--- config.mk ---
export PLATFORM = sky130hd
export DESIGN_NAME = reg_dump_rx
export DESIGN_NICKNAME = d
export VERILOG_FILES = /design/src/rtl/reg_dump_rx.sv
export SDC_FILE = /design/constraint.sdc
export NUM_CORES = 1
export LEC_CHECK = 0
export ABC_AREA = 1
export BUFFER_PORTS_ARGS = -buffer_cell sky130_fd_sc_hd__buf_4
export CORE_MARGIN = 2
export CORE_UTILIZATION = 43
export DETAILED_ROUTE_END_ITERATION = 8
export PLACE_DENSITY = 0.62
export SLEW_MARGIN = 15
export SYNTH_ARGS = -nofsm -noshare
export SYNTH_HDL_FRONTEND = slang
export SYNTH_SLANG_ARGS = --single-unit
--- constraint.sdc ---
create_clock -name clk -period 1.47 [get_ports clk]
set_input_delay 0.2205 -clock clk [delete_from_list [all_inputs] [get_ports clk]]
set_output_delay 0.2205 -clock clk [all_outputs]
set_load 0.01 [all_outputs]
--- src/rtl/reg_dump_rx.sv ---
// reg_dump_rx: receives a serial register-dump frame (N_WORDS words of WORD_W
// bits, LSB first, contiguous) into a word buffer with registered read-back.
// Optional build macro DUMP_RX_PARITY_EN appends one even-parity bit per word.
//
// state | meaning
// ------+-------------------------------------------------------------
// IDLE  | waiting for a start pulse
// SHIFT | receiving frame bits; start here aborts and restarts the frame
// DONE  | one-cycle frame_done pulse; start here begins the next frame
module reg_dump_rx #(
    parameter int N_WORDS = 8,
    parameter int WORD_W  = 16
) (
    input  logic              clk,
    input  logic              rst_n,
    input  logic              serial_in,
    input  logic              start,
    input  logic [4:0]        rd_addr,
    output logic [WORD_W-1:0] rd_data,
    output logic              busy,
    output logic              frame_done,
    output logic [7:0]        frame_cnt,
    output logic              err
);

`ifdef DUMP_RX_PARITY_EN
    localparam int BITS_PER_WORD = WORD_W + 1;
`else
    localparam int BITS_PER_WORD = WORD_W;
`endif
    localparam int WC_W = (N_WORDS > 1) ? $clog2(N_WORDS) : 1;
    localparam int BC_W = $clog2(BITS_PER_WORD);
    localparam logic [BC_W-1:0] LAST_DATA = BC_W'(WORD_W - 1);
    localparam logic [BC_W-1:0] LAST_BIT  = BC_W'(BITS_PER_WORD - 1);
    localparam logic [WC_W-1:0] LAST_WORD = WC_W'(N_WORDS - 1);

    typedef enum logic [1:0] {IDLE, SHIFT, DONE} state_t;

    state_t              state, state_nxt;
    logic [BC_W-1:0]     bit_cnt;
    logic [WC_W-1:0]     word_cnt;
    logic [WORD_W-1:0]   shift_reg;
    logic [WORD_W-1:0]   shift_nxt;
    logic [WORD_W-1:0]   mem [N_WORDS];
    logic [WORD_W-1:0]   rd_nxt;
    logic                wr_en;
    logic                word_end;
    logic                abort;

    // Incoming bit enters at the MSB so the first bit ends up at the LSB.
    assign shift_nxt = {serial_in, shift_reg[WORD_W-1:1]};

    // State register.
    always_ff @(posedge clk or negedge rst_n) begin
        if (!rst_n) state <= IDLE;
        else        state <= state_nxt;
    end

    // Next-state decode and per-cycle control strobes.
    always_comb begin
        state_nxt  = state;
        busy       = 1'b0;
        frame_done = 1'b0;
        wr_en      = 1'b0;
        word_end   = 1'b0;
        abort      = 1'b0;
        case (state)
            IDLE: begin
                if (start) state_nxt = SHIFT;
            end
            SHIFT: begin
                busy = 1'b1;
                if (start) begin
                    abort = 1'b1;
                end else begin
                    wr_en    = (bit_cnt == LAST_DATA);
                    word_end = (bit_cnt == LAST_BIT);
                    if (word_end && (word_cnt == LAST_WORD)) state_nxt = DONE;
                end
            end
            DONE: begin
                frame_done = 1'b1;
                state_nxt  = start ? SHIFT : IDLE;
            end
            default: state_nxt = IDLE;
        endcase
    end

    // Bit/word counters, shift register, status flags and frame counter.
    always_ff @(posedge clk or negedge rst_n) begin
        if (!rst_n) begin
            bit_cnt   <= '0;
            word_cnt  <= '0;
            shift_reg <= '0;
            err       <= 1'b0;
            frame_cnt <= '0;
        end else begin
            // A start pulse restarts reception from any state.
            if (start) begin
                shift_reg <= shift_nxt;
                bit_cnt   <= BC_W'(1);
                word_cnt  <= '0;
            end else if (state == SHIFT) begin
                // Shifting during the parity slot is harmless: the word was
                // already stored and the next word overwrites every bit.
                shift_reg <= shift_nxt;
                if (word_end) begin
                    bit_cnt  <= '0;
                    word_cnt <= (word_cnt == LAST_WORD) ? '0 : word_cnt + 1'b1;
                end else begin
                    bit_cnt <= bit_cnt + 1'b1;
                end
            end
            if (abort) err <= 1'b1;
`ifdef DUMP_RX_PARITY_EN
            // Even parity: stored word plus parity bit must have even weight.
            if ((state == SHIFT) && !start && (bit_cnt == LAST_BIT) &&
                ((^shift_reg) ^ serial_in))
                err <= 1'b1;
`endif
            if (frame_done) frame_cnt <= frame_cnt + 8'd1;
        end
    end

    // Read mux; out-of-range addresses return zero.
    always_comb begin
        rd_nxt = '0;
        for (int i = 0; i < N_WORDS; i++) begin
            if (rd_addr == 5'(i)) rd_nxt = mem[i];
        end
    end

    // Word buffer write and registered read (read sees pre-write contents).
    always_ff @(posedge clk or negedge rst_n) begin
        if (!rst_n) begin
            for (int i = 0; i < N_WORDS; i++) mem[i] <= '0;
            rd_data <= '0;
        end else begin
            rd_data <= rd_nxt;
            for (int i = 0; i < N_WORDS; i++) begin
                if (wr_en && (word_cnt == WC_W'(i))) mem[i] <= shift_nxt;
            end
        end
    end

endmodule

==> results of run 1 <==
## worst paths after layout
path / to / slack [ps] / cells after the start
max in group asynchronous: rd_data[8] / 650 / 3
min in group asynchronous: state[0] / 260 / 2
worst min-delay path: shift_reg[15] / 10 / 3
worst min register to register: frame_cnt[7] / 470 / 1
worst max-delay path: mem[0] / -60 / 9
worst max register to register: mem[0] / -60 / 9
## worst max-delay path, cell delays in order (launching register included)
cell,delay (ps)
dfrtp_1,360
ha_2,210
nand3_4,80
nor2_4,120
nand2_1,90
nor2_2,120
inv_2,100
clkbuf_16,190
nand2_1,50
o21ai_0,80
## report_power, final
part / internal [W] / switching (W) / total [W] / leakage (nW)
logic: 0.000213 / 0.000645 / 0.000858 / 1.63
clock network: 0.00253 / 0.00201 / 0.00454 / 0.277
registers: 0.00499 / 0.0000611 / 0.00505 / 2.43
total: 0.00774 / 0.00271 / 0.0105 / 4.34
## cell families after synthesis
| kind of cell | Yosys count | synth area share |
|---|---|---|
| AO/OA/AOI/OAI | 166 | 0.114 |
| XOR/XNOR | 8 | 0.00919 |
| adder cells (fa/ha/maj) | 8 | 0.0131 |
| buffers and inverters | 91 | 0.0520 |
| flip-flops | 177 | 0.581 |
| AND/OR/NAND/NOR | 380 | 0.231 |
## metal layers
metal,vias to the layer above,track usage,wire length [um]
met5,-,0,0
met4,0,0.0750,277
met3,18,0.0338,662
met2,138,0.299,8190
met1,2848,0.321,8890
li1,2885,-,-
## what timing repair did
action / in CTS / in global routing
cloned: 4 / 1
hold buffers: 1 / 0
setup buffers: 0 / 3
gates resized for setup: 17 / 41
endpoints found under the hold margin: 31 / 0
setup endpoints to repair: 127 / 133
pin swaps: 2 / 0
## cell type report
class | instances | area (um2)
multi-input combinational | 564 | 2910
timing repair inverter | 1 | 8.76
clock inverter | 14 | 154
inverter | 47 | 191
clock buffer | 18 | 429
sequential | 177 | 4430
tap | 225 | 282
fill | 1644 | 8090
timing repair buffer | 78 | 811
## per-stage QoR
stage / setup TNS, ps / setup WS, ps
after floorplan: 0 / 18.8
after global placement: -1870 / -83.8
after CTS: -1140 / -46.5
after global routing: -14810 / -172
after detailed placement: -5430 / -155
final: -2470 / -64.4
## synthesized netlist by cell type, drive strengths merged
master,count
dfrtp,177
inv,46
or2,1
a31oi,1
o21bai,13
ha,8
nand4,61
buf,36
xor2,7
nor3,2
xnor2,1
nor2,37
o22ai,1
clkbuf,8
nand3,28
a21oi,3
o21ai,148
nand2,251
clkinv,1
==> summary.txt, run 1 <==
vias per cell -> 5.24
max-slew violation count -> 0
area of the die -> 18,800 um2
CTS Sinks -> 177
# DRC -> 0
leading area contributor after synthesis -> dfrtp_1
P&R area growth vs syn -> 20.8%
Syn. warnings -> 0
port bufs -> 35
Worst-Margin Slew -> 383 ps
CTS Root Cell -> clkbuf_16
cell count after placement -> 1,083
top cells by area, synth -> dfrtp_1 58%, nand2_1 12%, o21ai_0 9.1%, nand4_1 5.0%, buf_2 2.1%
area fraction of the dominant cell type after synthesis -> 0.581
All-Layer GR Usage -> 0.209
routability cong. -> 0.791
HP Class -> in -> reg
antenna violations before repair -> 0
Largest register FFs -> 128
WL final -> 18,000 um
commonest non-fill, non-tap cell in the layout -> nand2_1
CP Capture Type -> flip-flop
Tot Pwr -> 0.0105 W
Detailed Route Iter0 Violations -> 559
crit path DAT -> 1830 ps
grt ovf -> 0
Max Cap Viol -> 0
Tmin final -> 1530 ps
share of cells above drive strength 1 -> 0.178
final hold violations -> 0
peak supply drop -> 0.855 mV
Fmax achieved -> 652 MHz
# rows -> 48
DP Area -> 8440 um2
clock latency at the later pin of the worst-skew pair -> 440 ps
Layout Skew -> 9.54 ps
RSZ-0062 raised after global routing -> yes
final setup margin -> -64.4 ps
Power Dens Cells -> 1130 nW/um2
total number of vias -> 5,889
HP Start -> serial_in
Layout Utilization -> 0.532
critical path required time -> 1770 ps
DP Wirelength -> 11,700 um
Yosys cell types -> 28
Die Y-Extent -> 137 um
failing checks -> negative setup slack
status -> complete, but fails checks
post-route clock period utilization -> 1.04
Fin Hold WS -> 13.4 ps
Num CTS Buffers -> 17
WL/cell -> 16.0 um
worst-path fanout max -> 16
Worst slew margin -> 0.744
H-tree Lvls -> 4
fin nets -> 903
IO Pins -> 36
CTS tree -> built
Core ar. -> 17,300 um2
CP Launch Point -> bit_cnt[0]
Ant. Diodes -> 0
Layout Cells excl Fill -> 1,124
syn nets -> 847
largest net degree at the start of global routing -> 47
Final Instance Area -> 9210 um2
first-pass GRT wire length -> 29,800 um
vias in the first global route -> 5,490
Post-DRT Antenna Nets -> 0
Lkg Pwr -> 4.34 nW
syn avg cell area -> 9.19 um2
most frequent cells in the layout -> 236 x nand2_1, 177 x dfrtp_1, 108 x o21ai_0, 61 x nand4_1, 57 x buf_4
Critical Path Start Type -> flip-flop
Starting Density -> 0.441
clock transition at the registers of the reported paths -> 60 ps
Synth Register Bits -> 177
crit path kind -> reg -> reg
maximum clock path buffer count -> 2
Reg2Reg Launch Point -> bit_cnt[0]
die width -> 137 um
DR pass1 iterations -> 5
Mapped Cells -> 830
fraction of the yosys area taken by sequential cells -> 0.581
Setup violations, final -> 93
Post-Syn Area -> 7630 um2
Note: power is estimated with default switching activity, not from simulation.
==> run 2, diff against run 1 <==
Settings changed: PLACE_DENSITY 0.62 to 0.6.
Clock period 1.47 ns to 1.8 ns, I/O delays scaled along.
==> summary.txt, run 2 (synthesis gave the netlist of run 1 again) <==
Layout Utilization -> 0.512 (was 0.532)
Die Y-Extent -> 137 um (unchanged)
Post-DRT Antenna Nets -> 0 (unchanged)
FILL cells -> 1,637 (was 1,644)
Starting Density -> 0.441 (unchanged)
grt ovf -> 0 (unchanged)
# rows -> 48 (unchanged)
P&R area growth vs syn -> 16.2% (was 20.8%)
CP Capture Type -> flip-flop (unchanged)
status -> finished, final reports clean (was complete, but fails checks)
max-slew violation count -> 0 (unchanged)
Worst slew margin -> 0.501 (was 0.744)
WL final -> 17,900 um (was 18,000 um)
HP Class -> in -> reg (unchanged)
Detailed Route Iter0 Violations -> 510 (was 559)
Clk network pwr share -> 0.443 (was 0.434)
Worst-Margin Slew -> 747 ps (was 383 ps)
Comb pwr share -> 0.072 (was 0.082)
Int Pwr -> 0.00649 W (was 0.00774 W)
DR pass1 iterations -> 6 (was 5)
Layout Skew -> 6.83 ps (was 9.54 ps)
final hold violations -> 0 (unchanged)
Flop pwr share -> 0.485 (was 0.484)
crit path DAT -> 2090 ps (was 1830 ps)
Tot Pwr -> 0.00852 W (was 0.0105 W)
antenna violations before repair -> 0 (unchanged)
total number of vias -> 5,796 (was 5,889)
Tmin final -> 1750 ps (was 1530 ps)
# DRC -> 0 (unchanged)
DP Wirelength -> 11,800 um (was 11,700 um)
CTS Sinks -> 177 (unchanged)
post-route clock period utilization -> 0.973 (was 1.04)
clock transition at the registers of the reported paths -> 70 ps (was 60 ps)
WL/cell -> 16.2 um (was 16.0 um)
vias per cell -> 5.25 (was 5.24)
All-Layer GR Usage -> 0.208 (was 0.209)
Post-CTS Setup Bufs -> 0 (unchanged)
most frequent cells in the layout -> 247 x nand2_1, 177 x dfrtp_1, 132 x o21ai_0, 61 x nand4_1, 53 x buf_4 (was 236 x nand2_1, 177 x dfrtp_1, 108 x o21ai_0, 61 x nand4_1, 57 x buf_4)
setup_tns -> 0 ps (was -2470 ps)
first-pass GRT wire length -> 29,700 um (was 29,800 um)
worst-path fanout max -> 32 (was 16)
share of cells above drive strength 1 -> 0.139 (was 0.178)
Setup violations, final -> 0 (was 93)
Critical Path Start Type -> flip-flop (unchanged)
Max Cap Viol -> 0 (unchanged)
H-tree Lvls -> 4 (unchanged)
Ant. Diodes -> 0 (unchanged)
IO Pins -> 36 (unchanged)
vias in the first global route -> 5,564 (was 5,490)
critical path required time -> 2130 ps (was 1770 ps)
port bufs -> 35 (unchanged)
switching pwr -> 0.00203 W (was 0.00271 W)
fin nets -> 884 (was 903)
commonest non-fill, non-tap cell in the layout -> nand2_1 (unchanged)
peak supply drop -> 0.677 mV (was 0.855 mV)
crit path kind -> reg -> reg (unchanged)
Largest register FFs -> 128 (unchanged)
largest net degree at the start of global routing -> 61 (was 47)
routability cong. -> 0.772 (was 0.791)
Lkg Pwr -> 4.21 nW (was 4.34 nW)
Fmax achieved -> 571 MHz (was 652 MHz)
Core ar. -> 17,300 um2 (unchanged)
clock latency at the later pin of the worst-skew pair -> 420 ps (was 440 ps)
worst slack at placement -> 50.4 ps (was -155 ps)
area of the die -> 18,800 um2 (unchanged)
RSZ-0062 raised after global routing -> yes (unchanged)
Power Dens Cells -> 962 nW/um2 (was 1130 nW/um2)
CTS Root Cell -> clkbuf_16 (unchanged)
Sw Share -> 0.239 (was 0.260)
die width -> 137 um (unchanged)
final setup margin -> 48.5 ps (was -64.4 ps)
maximum clock path buffer count -> 2 (unchanged)
CTS tree -> built (unchanged)
Num CTS Buffers -> 17 (unchanged)
run 2: cell count changes in the layout (fill, tap and decap cells not counted), sizes merged:
cell / change
buf: -15
inv: -5
clkbuf: +2
clkinv: +2
clkinvlp: -2
nand3: -2
bufinv: +1
run 2: power groups by stage:
stage	Combinational, W	Clock, W	Sequential (W)
final	0.000610	0.00378	0.00413
after global routing	0.000688	0.00401	0.00414
after CTS	0.000615	0.00385	0.00413
after detailed placement	0.000611	0	0.00421
after global placement	0.000613	0	0.00420
after floorplan	0.000296	0	0.00420
run 2: per-layer routing:
metal,part of all wire,up-vias,wire [um],track usage
met5,0,-,0,0
met4,0.016,0,285,0.0682
met3,0.042,26,760,0.0401
met2,0.45,114,8090,0.313
met1,0.49,2817,8820,0.303
li1,-,2839,-,-
run 2: layout make-up:
class / count / area (um2) / share of cell area
Sequential cell: 177 / 4430 / 0.500
Multi-Input combinational cell: 562 / 2800 / 0.316
Timing Repair Buffer: 62 / 559 / 0.0631
Clock buffer: 21 / 470 / 0.0531
Tap cell: 225 / 282 / 0.0318
Inverter: 47 / 184 / 0.0208
Clock inverter: 11 / 135 / 0.0153
run 2: metrics by stage:
step,hold WS (ps),cell area (um2),std cells
detailed placement,179,8240,1072
CTS,57.4,8860,1105
floorplan,-25.6,7630,830
global route,63.0,8860,1105
global placement,181,8240,1072
finish,81.8,8860,1105
run 2: path summary, 6_finish.rpt:
check,startpoint,end,slack (ps),cells past startpoint
worst max-delay path,bit_cnt[0],mem[37],50,7
worst min-delay path,serial_in,shift_reg[15],80,3
worst max register to register,bit_cnt[0],mem[37],50,7
worst min register to register,frame_cnt[7],frame_cnt[7],470,1
max in group asynchronous,rst_n,mem[12],870,3
min in group asynchronous,rst_n,frame_cnt[1],300,2
run 2: repair_timing:
item	in CTS	in global routing
hold buffers	1	0
endpoints found under the hold margin	27	0
gates resized for setup	0	7
setup endpoints to repair	0	64
run 2: worst max-delay path, stage by stage (launching register included):
cell      delay [ps]
dfrtp_1          370
ha_1             200
nand3_1          110
nor2_2           130
nand2_2           90
clkinv_4         140
nand3_4          320
o21ai_0          290
==> run 3, diff against run 2 <==
Settings changed: CORE_UTILIZATION 43 to 35, GPL_ROUTABILITY_DRIVEN set to 0, PLACE_DENSITY 0.6 to 0.51.
Clock period 1.8 ns to 1.7 ns, I/O delays scaled along.
==> summary.txt, run 3 (synthesis gave the netlist of run 1 again) <==
status -> finished, final reports clean (unchanged)
worst-path fanout max -> 16 (was 32)
H-tree Lvls -> 4 (unchanged)
Post-DRT Antenna Nets -> 0 (unchanged)
setup_tns -> 0 ps (unchanged)
CP Capture Type -> flip-flop (unchanged)
global routing met3 resource utilization -> 0.0341 (was 0.0401)
P&R area growth vs syn -> 21.3% (was 16.2%)
max-slew violation count -> 0 (unchanged)
# DRC -> 0 (unchanged)
Reg area -> 4430 um2 (unchanged)
WL/cell -> 16.9 um (was 16.2 um)
CTS Root Cell -> clkbuf_16 (unchanged)
cell count after placement -> 1,132 (was 1,072)
HP Class -> in -> reg (unchanged)
All-Layer GR Usage -> 0.180 (was 0.208)
Largest register FFs -> 128 (unchanged)
grt ovf -> 0 (unchanged)
Worst slew margin -> 0.688 (was 0.501)
Fmax achieved -> 612 MHz (was 571 MHz)
port bufs -> 35 (unchanged)
clock transition at the registers of the reported paths -> 70 ps (about the same)
Layout Skew -> 10.1 ps (was 6.83 ps)
clock latency at the later pin of the worst-skew pair -> 430 ps (was 420 ps)
antenna violations before repair -> 0 (unchanged)
share of cells above drive strength 1 -> 0.154 (was 0.139)
critical path required time -> 2000 ps (was 2130 ps)
vias in the first global route -> 5,415 (was 5,564)
# rows -> 54 (was 48)
busiest grt layer -> met1 (was met2)
fin nets -> 897 (was 884)
WL final -> 19,800 um (was 17,900 um)
post-route clock period utilization -> 0.961 (was 0.973)
Core ar. -> 21,600 um2 (was 17,300 um2)
CTS tree -> built (unchanged)
Die Y-Extent -> 152 um (was 137 um)
Fin Hold WS -> 48.4 ps (was 81.8 ps)
vias per cell -> 4.95 (was 5.25)
Setup violations, final -> 0 (unchanged)
largest net degree at the start of global routing -> 46 (was 61)
peak supply drop -> 0.668 mV (was 0.677 mV)
RSZ-0062 raised after global routing -> yes (unchanged)
GR Util met1 -> 0.270 (was 0.303)
die width -> 152 um (was 137 um)
Slowest Stage Delay on Critical Path -> 370 ps (about the same)
area of the multi-input gates -> 2860 um2 (was 2800 um2)
DR pass1 iterations -> 5 (was 6)
maximum clock path buffer count -> 2 (unchanged)
Largest delay share family, worst path -> simple AND/OR/NAND/NOR gates (unchanged)
area of the die -> 23,000 um2 (was 18,800 um2)
commonest non-fill, non-tap cell in the layout -> nand2_1 (unchanged)
Detailed Route Iter0 Violations -> 414 (was 510)
CTS Sinks -> 177 (unchanged)
met2 Use GR -> 0.269 (was 0.313)
total number of vias -> 5,807 (was 5,796)
Power Dens Cells -> 969 nW/um2 (was 962 nW/um2)
final hold violations -> 0 (unchanged)
Ant. Diodes -> 0 (unchanged)
Tmin final -> 1630 ps (was 1750 ps)
Worst-Margin Slew -> 468 ps (was 747 ps)
CP max stage cell -> dfrtp_1 (unchanged)
crit path DAT -> 1930 ps (was 2090 ps)
most frequent cells in the layout -> 246 x nand2_1, 177 x dfrtp_1, 131 x o21ai_0, 61 x nand4_1, 48 x buf_4 (was 247 x nand2_1, 177 x dfrtp_1, 132 x o21ai_0, 61 x nand4_1, 53 x buf_4)
DP Wirelength -> 12,100 um (was 11,800 um)
first-pass GRT wire length -> 31,100 um (was 29,700 um)
Starting Density -> 0.353 (was 0.441)
Layout Cells excl Fill -> 1,172 (was 1,105)
Lkg Pwr -> 4.33 nW (was 4.21 nW)
Crit path buffers/inverters -> 2 (was 1)
Max Cap Viol -> 0 (unchanged)
Critical Path Start Type -> flip-flop (unchanged)
FILL cells -> 2,183 (was 1,637)
crit path kind -> reg -> reg (unchanged)
Num CTS Buffers -> 17 (unchanged)
Cell Chain, Critical Path -> ha_2 -> nand3_2 -> nor2_4 -> nand2_4 -> clkinv_8 -> nand3_4 -> clkbuf_16 -> nand2_1 -> o21ai_0 (was ha_1 -> nand3_1 -> nor2_2 -> nand2_2 -> clkinv_4 -> nand3_4 -> o21ai_0)
IO Pins -> 36 (unchanged)
[run 3: worst paths after layout]
path	from	to	slack (ps)	cells past startpoint
hold reg to reg	state[0]	state[0]	470	1
min in group asynchronous	rst_n	shift_reg[2]	330	2
max in group asynchronous	rst_n	rd_data[10]	790	3
setup / recovery	bit_cnt[0]	mem[103]	70	9
hold / removal	serial_in	shift_reg[15]	50	3
setup reg to reg	bit_cnt[0]	mem[103]	70	9
[run 3: tightest hold or removal path: cells and delay by family]
kind	cells	cell delay, ps
buffers and inverters	1	80
and+or+nand+nor	1	40
AOI/OAI and AO/OA	1	60
[run 3: power breakdown]
part | switching [W] | internal, W | leakage, nW
logic | 0.000524 | 0.000164 | 1.62
registers | 0.0000596 | 0.00432 | 2.43
clock network | 0.00162 | 0.00227 | 0.282
total | 0.00221 | 0.00676 | 4.33
[run 3: layout make-up]
type                       instances  share of cell area
tap                              280              0.0379
timing repair inverter             1            0.000947
multi-input combinational        564               0.309
timing repair buffer              72              0.0893
clock buffer                      22              0.0513
sequential                       177               0.479
inverter                          47              0.0207
clock inverter                     9              0.0116
[run 3: stage by stage]
stage,setup WS (ps),power (W),util,cell area [um2]
after floorplan,201,0.00476,-,7630
after global placement,51.3,0.00514,0.393,8500
after detailed placement,-14.3,0.00513,0.393,8500
after CTS,34.2,0.00904,0.421,9110
after global routing,-42.4,0.00936,0.428,9250
final,65.8,0.00896,0.428,9250
[run 3: metal layers]
layer	wire length, um	vias up
met1	9970	2837
met4	144	0
met2	9010	101
met5	0	-
li1	-	2855
met3	678	14
[run 3: timing repair]
| action | in CTS | in global routing |
|---|---|---|
| gates cloned | 1 | 4 |
| endpoints found under the hold margin | 36 | 0 |
| gates resized for setup | 1 | 18 |
| pin swaps | 0 | 1 |
| setup buffers | 0 | 3 |
| hold buffers | 1 | 0 |
| endpoints found under the setup margin | 14 | 99 |
